--- config.mk ---
export PLATFORM = sky130hd
export DESIGN_NAME = init_seq_ctrl
export DESIGN_NICKNAME = d
export VERILOG_FILES = /design/src/rtl/init_seq_ctrl.sv
export SDC_FILE = /design/constraint.sdc
export NUM_CORES = 1
export LEC_CHECK = 0
export CAP_MARGIN = 25
export CORE_ASPECT_RATIO = 1.75
export CORE_MARGIN = 5
export CORE_UTILIZATION = 43
export DETAILED_ROUTE_END_ITERATION = 10
export PLACE_DENSITY_LB_ADDON = 0.25
export SLEW_MARGIN = 10
export SYNTH_ARGS = -nofsm -noshare
export SYNTH_HDL_FRONTEND = slang
export SYNTH_SLANG_ARGS = --single-unit
--- constraint.sdc ---
create_clock -name clock -period 2.5 [get_ports clock]
set_input_delay 0.5 -clock clock [delete_from_list [all_inputs] [get_ports clock]]
set_output_delay 0.5 -clock clock [all_outputs]
set_load 0.005 [all_outputs]
--- src/rtl/init_seq_ctrl.sv ---
`default_nettype none
// ============================================================================
// Module   : init_seq_ctrl
// Purpose  : Start-up sequencer. After reset release it waits WAIT_CYCLES
//            edges, then writes init_val into every slot of a downstream
//            register bank (one slot per cycle, addresses 0..DEPTH-1), and
//            only then opens a valid/ready capture path. The first captured
//            sample therefore never sees an X or stale value.
// Ports    : clock     - single clock, posedge
//            reset     - asynchronous, active-high
//            init_val  - value written to every bank slot
//            reinit    - one-cycle request to rerun the sequence (RUN only)
//            wr_en     - bank write strobe            (registered)
//            wr_addr   - bank slot address            (registered)
//            wr_data   - bank write data              (registered)
//            ready     - sequence complete            (registered)
//            d_valid   - upstream data valid
//            d_data    - upstream data
//            d_ready   - copy of ready, straight from the flop
//            q         - captured data
//            q_valid   - q updated on the last edge
// Revision : 1.0 - initial release
// ============================================================================
module init_seq_ctrl #(
    parameter int WIDTH       = 8,
    parameter int DEPTH       = 4,
    parameter int AW          = 2,
    parameter int WAIT_CYCLES = 2,
    parameter int CW          = 4
) (
    input  logic             clock,
    input  logic             reset,
    input  logic [WIDTH-1:0] init_val,
    input  logic             reinit,
    output logic             wr_en,
    output logic [AW-1:0]    wr_addr,
    output logic [WIDTH-1:0] wr_data,
    output logic             ready,
    input  logic             d_valid,
    input  logic [WIDTH-1:0] d_data,
    output logic             d_ready,
    output logic [WIDTH-1:0] q,
    output logic             q_valid
);

    typedef enum logic [1:0] {
        S_WAIT = 2'd0,
        S_INIT = 2'd1,
        S_RUN  = 2'd2
    } state_t;

    localparam logic [CW-1:0] C_CNT_LAST  = CW'(WAIT_CYCLES - 1);
    localparam logic [AW-1:0] C_ADDR_LAST = AW'(DEPTH - 1);

    state_t           state_q,   state_d;
    logic [CW-1:0]    cnt_q,     cnt_d;
    logic             wr_en_q,   wr_en_d;
    logic [AW-1:0]    wr_addr_q, wr_addr_d;
    logic [WIDTH-1:0] wr_data_q, wr_data_d;
    logic             ready_q,   ready_d;
    logic [WIDTH-1:0] q_q,       q_d;
    logic             q_valid_q, q_valid_d;

    // State register: the asynchronous reset puts every output into its
    // known value immediately, so nothing downstream can ever observe X.
    always_ff @(posedge clock or posedge reset) begin
        if (reset) begin
            state_q   <= S_WAIT;
            cnt_q     <= '0;
            wr_en_q   <= 1'b0;
            wr_addr_q <= '0;
            wr_data_q <= '0;
            ready_q   <= 1'b0;
            q_q       <= '0;
            q_valid_q <= 1'b0;
        end else begin
            state_q   <= state_d;
            cnt_q     <= cnt_d;
            wr_en_q   <= wr_en_d;
            wr_addr_q <= wr_addr_d;
            wr_data_q <= wr_data_d;
            ready_q   <= ready_d;
            q_q       <= q_d;
            q_valid_q <= q_valid_d;
        end
    end

    always_comb begin
        state_d   = state_q;
        cnt_d     = cnt_q;
        wr_en_d   = wr_en_q;
        wr_addr_d = wr_addr_q;
        wr_data_d = wr_data_q;
        ready_d   = ready_q;
        q_d       = q_q;
        q_valid_d = q_valid_q;

        case (state_q)
            S_WAIT: begin
                // Capture path stays closed; reinit and d_valid are ignored.
                wr_en_d   = 1'b0;
                ready_d   = 1'b0;
                q_valid_d = 1'b0;
                if (cnt_q == C_CNT_LAST) begin
                    state_d   = S_INIT;
                    cnt_d     = '0;
                    wr_en_d   = 1'b1;
                    wr_addr_d = '0;
                    wr_data_d = init_val;
                end else begin
                    cnt_d = cnt_q + 1'b1;
                end
            end

            S_INIT: begin
                ready_d   = 1'b0;
                q_valid_d = 1'b0;
                wr_data_d = init_val;
                if (wr_addr_q == C_ADDR_LAST) begin
                    // Last slot written: stop before the address can wrap.
                    state_d   = S_RUN;
                    wr_en_d   = 1'b0;
                    wr_addr_d = '0;
                    ready_d   = 1'b1;
                end else begin
                    wr_en_d   = 1'b1;
                    wr_addr_d = wr_addr_q + 1'b1;
                end
            end

            S_RUN: begin
                if (reinit) begin
                    // reinit takes priority over a coincident d_valid.
                    state_d   = S_WAIT;
                    cnt_d     = '0;
                    ready_d   = 1'b0;
                    q_d       = '0;
                    q_valid_d = 1'b0;
                end else if (d_valid) begin
                    q_d       = d_data;
                    q_valid_d = 1'b1;
                end else begin
                    q_valid_d = 1'b0;
                end
            end

            default: begin
                // Unreachable encoding: fall back to a clean restart.
                state_d   = S_WAIT;
                cnt_d     = '0;
                wr_en_d   = 1'b0;
                wr_addr_d = '0;
                ready_d   = 1'b0;
                q_d       = '0;
                q_valid_d = 1'b0;
            end
        endcase
    end

    assign wr_en   = wr_en_q;
    assign wr_addr = wr_addr_q;
    assign wr_data = wr_data_q;
    assign ready   = ready_q;
    assign d_ready = ready_q;
    assign q       = q_q;
    assign q_valid = q_valid_q;

endmodule
`default_nettype wire
; Word-level counts from Yosys, hierarchy flattened
; Cells that the tools add are included.
[word_totals]
regBits = 27
in_bits = 20
out_inout_bits = 22
wordCells = 53
[classes]
addsub = 2
n_eq_ne = 8
mux = 24
bitwise_logic = 3
reduce_logical = 8
[op_table]
columns = op, n
row1 = one-hot mux 8 bit (2 select lines), 2
row2 = two-way mux 8 bit, 3
row3 = one-hot mux 2 bit (3 select lines), 2
row4 = one-hot mux 4 bit (3 select lines), 1
row5 = two-way mux 2 bit, 5
row6 = two-way mux 4 bit, 2
row7 = AND reduction 2 bit, 4
row8 = two-way mux 1 bit, 7
row9 = inequality test 2 bit (second input constant), 3
row10 = adder 4 x 1 -> 4 bit (second input constant), 1
row11 = == test 2 bit (second input constant), 2
row12 = == test 4 x 1 -> 1 bit (second input constant), 1
row13 = inequality test 3 bit (second input constant), 1
row14 = NOT 1 bit, 3
row15 = one-hot mux 1 bit (3 select lines), 1
row16 = AND reduction 3 bit, 1
row17 = adder 2 x 1 -> 2 bit (second input constant), 1
row18 = == test 2 x 1 -> 1 bit (second input constant), 1
row19 = zero test 2 bit, 1
row20 = one-hot mux 1 bit (2 select lines), 1
row21 = nonzero test 2 bit, 1
row22 = OR reduction 2 bit, 1

; Logic depth before layout (Yosys ltp)
[depth]
depth_word = 4
ltp_mapped = 7
mapped_depth_nobuf = 5

; Worst setup path before layout
; No wires, ideal clock.
[synth_path]
kind = register -> register
startpoint = reg cnt_q[1]
endpoint = reg wr_data_q[0] (netlist: wr_data[0])
setup_ns = 0.125
t_arrival_ns = 1.668
required_ns = 2.375
path_slack_ns = 0.707
stages_incl_launch_ff = 8
path_buffers = 2
cell_sequence = dfrtp_1 > inv_1 > ha_1 > or3b_1 > buf_6 > a21o_1 > buf_6 > mux2_4
[synth_between]
elab_chain_cells = 3
[synth_rtl]
columns = item, line_no
row1 = from (decl), 56  ; logic [CW-1:0] cnt_q, cnt_d;
row2 = from (signal assigned), 78  ; cnt_q <= cnt_d;
row3 = == test 4 x 1 -> 1 bit, 104  ; if (cnt_q == C_CNT_LAST) begin
row4 = inequality test 2 bit (no source line), n/a
row5 = AND reduction 2 bit (no source line), n/a
row6 = to (signal assigned), 81  ; wr_data_q <= wr_data_d;
row7 = to (decl), 59  ; logic [WIDTH-1:0] wr_data_q, wr_data_d;
; No other way between the ends.
; A chain may end at the register's enable or synchronous reset.

; Worst setup path in the final report
[layout_path]
startpoint = reg cnt_q[1]
endpoint = reg wr_data_q[3] (netlist: wr_data[3])
; The elaborated chain is that of the path after synthesis.

==> results.yml <==
die:
  core_mm2: 0.00266
  fp.dieH_um: 78.6
  io-pin-count: 42
  dieArea_mm2: 0.00387
  num_rows: 25
  start_util_pct: 43.5
  die_width_um: 49.2
synth:
  synth_area_mm2: 0.00116
  ys_seq_area_share_pct: 58.4
  synthCells: 86
  synth_edf_count: 0
  synth_nets: 109
  yosysWarnings: 0
  yosys_register_bits: 27
  ys_types: 29
  avgSynthCellArea_um2: 13.5
  async_flop_share_pct: 100
  synthFlopType: "dfrtp_1"
clock_tree:
  cts_buffers: 3
  clock_path_buffers: 2
  cts_hold_buf: 0
  cts_resized: 0
  post_cts_buffers: 0
  clock_sinks: 27
  h-tree-depth: 1
  clk_pin_slew_ns: 0.08
  clock_latency_ns: 0.27
  cts_root_buf: "clkbuf_8"
  cts_tree: "built"
detailed_routing:
  drt_first_pass_iters: 4
  met2_length_um: 1310
  wl_met3_um: 136
  drc: 0
  top_layer_used: "met4"
  drtIter0Drc: 11
  wl_met1_um: 1070
  finalWirelength_um: 2550
  ant_nets: 0
  vias: 841
  vias_per_cell: 5.43
  wl_per_cell_um: 16.4
worst_hold_path:
  min_path_type: "reg -> reg"
layout:
  nNetsFinal: 152
  synthToLayoutAreaGrowth_pct: 40.3
  num-fill-cells: 216
  diodes: 0
  post-route-cell-area_mm2: 0.00162
  drive_above_1_share_pct: 11.7
setup_path:
  criticalPathCategory: "reg -> reg"
  startpoint_type: "flop"
  crit_arrival_ns: 2.15
  crit_fanout: 8
  critical_path_required_ns: 2.65
  worstSetupEndpointType: "flop"
status:
  status: "finished clean"
sta:
  max_freq_mhz: 501
  fin_skew_ns: 0.00294
  fin_crit_ns: 1.99
  fin_tns_setup_ns: 0
  slew_violations: 0
  worst_slew_pin_slew_ns: 0.470
  hold_viol: 0
  rsz0062_at_grt: "no"
  fin_crit_sh_pct: 79.8
  setup_viol: 0
  timing.final.ws_setup_ns: 0.506
  hold_ws_ns: 0.504
  slew_headroom_pct: 68.7
placement:
  place_area_mm2: 0.00158
  portBuffers: 41
  post-place-ws_ns: 0.530
  dp_hpwl_um: 1920
  gp_congestion: 0.754
global_route:
  grt_pass1_vias: 883
  overflow: 0
  grt_use_total_pct: 13.5
  grt_start_max_net_pins: 28
  antenna_found_initial: 0
  grt_first_pass_wirelength_um: 4080
power:
  power.density_mw_per_mm2: 1180
  power_uw: 1920
  power_leakage_uw: 0.000738
  vdd_drop_max_uv: 687
job:
  drv_cap: 0
through the flow:
step,util [%],std cells
6_report,61.1,155
5_1_grt,61.1,155
4_1_cts,61.1,155
3_5_place_dp,59.4,151
3_3_place_gp,59.4,151
2_1_floorplan,-,86
metal layers:
metal  track usage (%)  up-vias
met1              15.6      411
met4              5.66        0
met3              2.85        4
li1                  -      402
met5                 0        -
met2              23.4       24
power by group:
group / switching [uW] / total (uW) / internal [uW]
logic: 346 / 923 / 577
clock network: 123 / 237 / 114
registers: 141 / 759 / 618
total: 610 / 1920 / 1310
flip-flops by register name, summed over array words and instances, names as in the netlist:
register and count:
state_q 2, cnt_q 4, q 8, wr_data 8, q_valid 1, wr_addr 2, wr_en 1, d_ready 1
kinds of logic after synthesis:
logic type	synth area share [%]
mux	10.4
flops	58.4
fa+ha+maj	3.24
compound gates	17.0
simple gates	6.49
buf+inv	4.54
cell usage after synthesis, types with 2 or more instances:
library cell,instances,area (um2)
nand3_1,3,15.0
a22o_1,10,87.6
dfrtp_1,27,676
inv_1,4,15.0
ha_1,3,37.5
a21oi_1,4,20.0
buf_6,2,22.5
mux2_4,8,120
nor2_1,3,11.3
a31oi_1,3,18.8
cell type report:
type	count	area, um2	area share (%)
inverters	4	15.0	0.924
multi-input cells	50	429	26.4
repair buffers	43	425	26.2
flip-flops and latches	27	676	41.6
well taps	27	33.8	2.08
clock buffers	4	45.0	2.77
worst max-delay path, cell delays in order (launching register included):
cell     delay, ns
dfrtp_1       0.42
inv_1         0.09
ha_1          0.15
or3b_1        0.47
a21o_1        0.39
mux2_4        0.36
layout by cell type, fill, tap and decap left out, drive strengths merged:
master and n:
nand2b 1, a22o 10, clkbuf 4, inv 4
buf 2, a21o 1, o21ai 1, ha 3
o2bb2ai 1, a31o 1, o31ai 1, a21oi 4
a41oi 1, clkdlybuf4s50 41, o21a 1, nand3 3
nand2 1, nor2 3, and3 1, or4b 1
a32o 1, nor2b 1, dfrtp 27, mux2 8
a31oi 3, o22ai 1, or3b 1, nand3b 1
worst paths after layout:
path / cells after the start / end / start / slack (ns)
max in group asynchronous: 3 / wr_data[0]$_DFFE_PP0P_ / reset / 1.65
min in group asynchronous: 3 / q[0]$_DFFE_PP0P_ / reset / 0.58
min reg2reg: 1 / q[5]$_DFFE_PP0P_ / q[5]$_DFFE_PP0P_ / 0.50
max reg2reg: 5 / wr_data[3]$_DFFE_PP0P_ / cnt_q[1]$_DFFE_PP0P_ / 0.51
min: 1 / q[5]$_DFFE_PP0P_ / q[5]$_DFFE_PP0P_ / 0.50
max: 5 / wr_data[3]$_DFFE_PP0P_ / cnt_q[1]$_DFFE_PP0P_ / 0.51
Note: power is estimated with default switching activity, not from simulation.
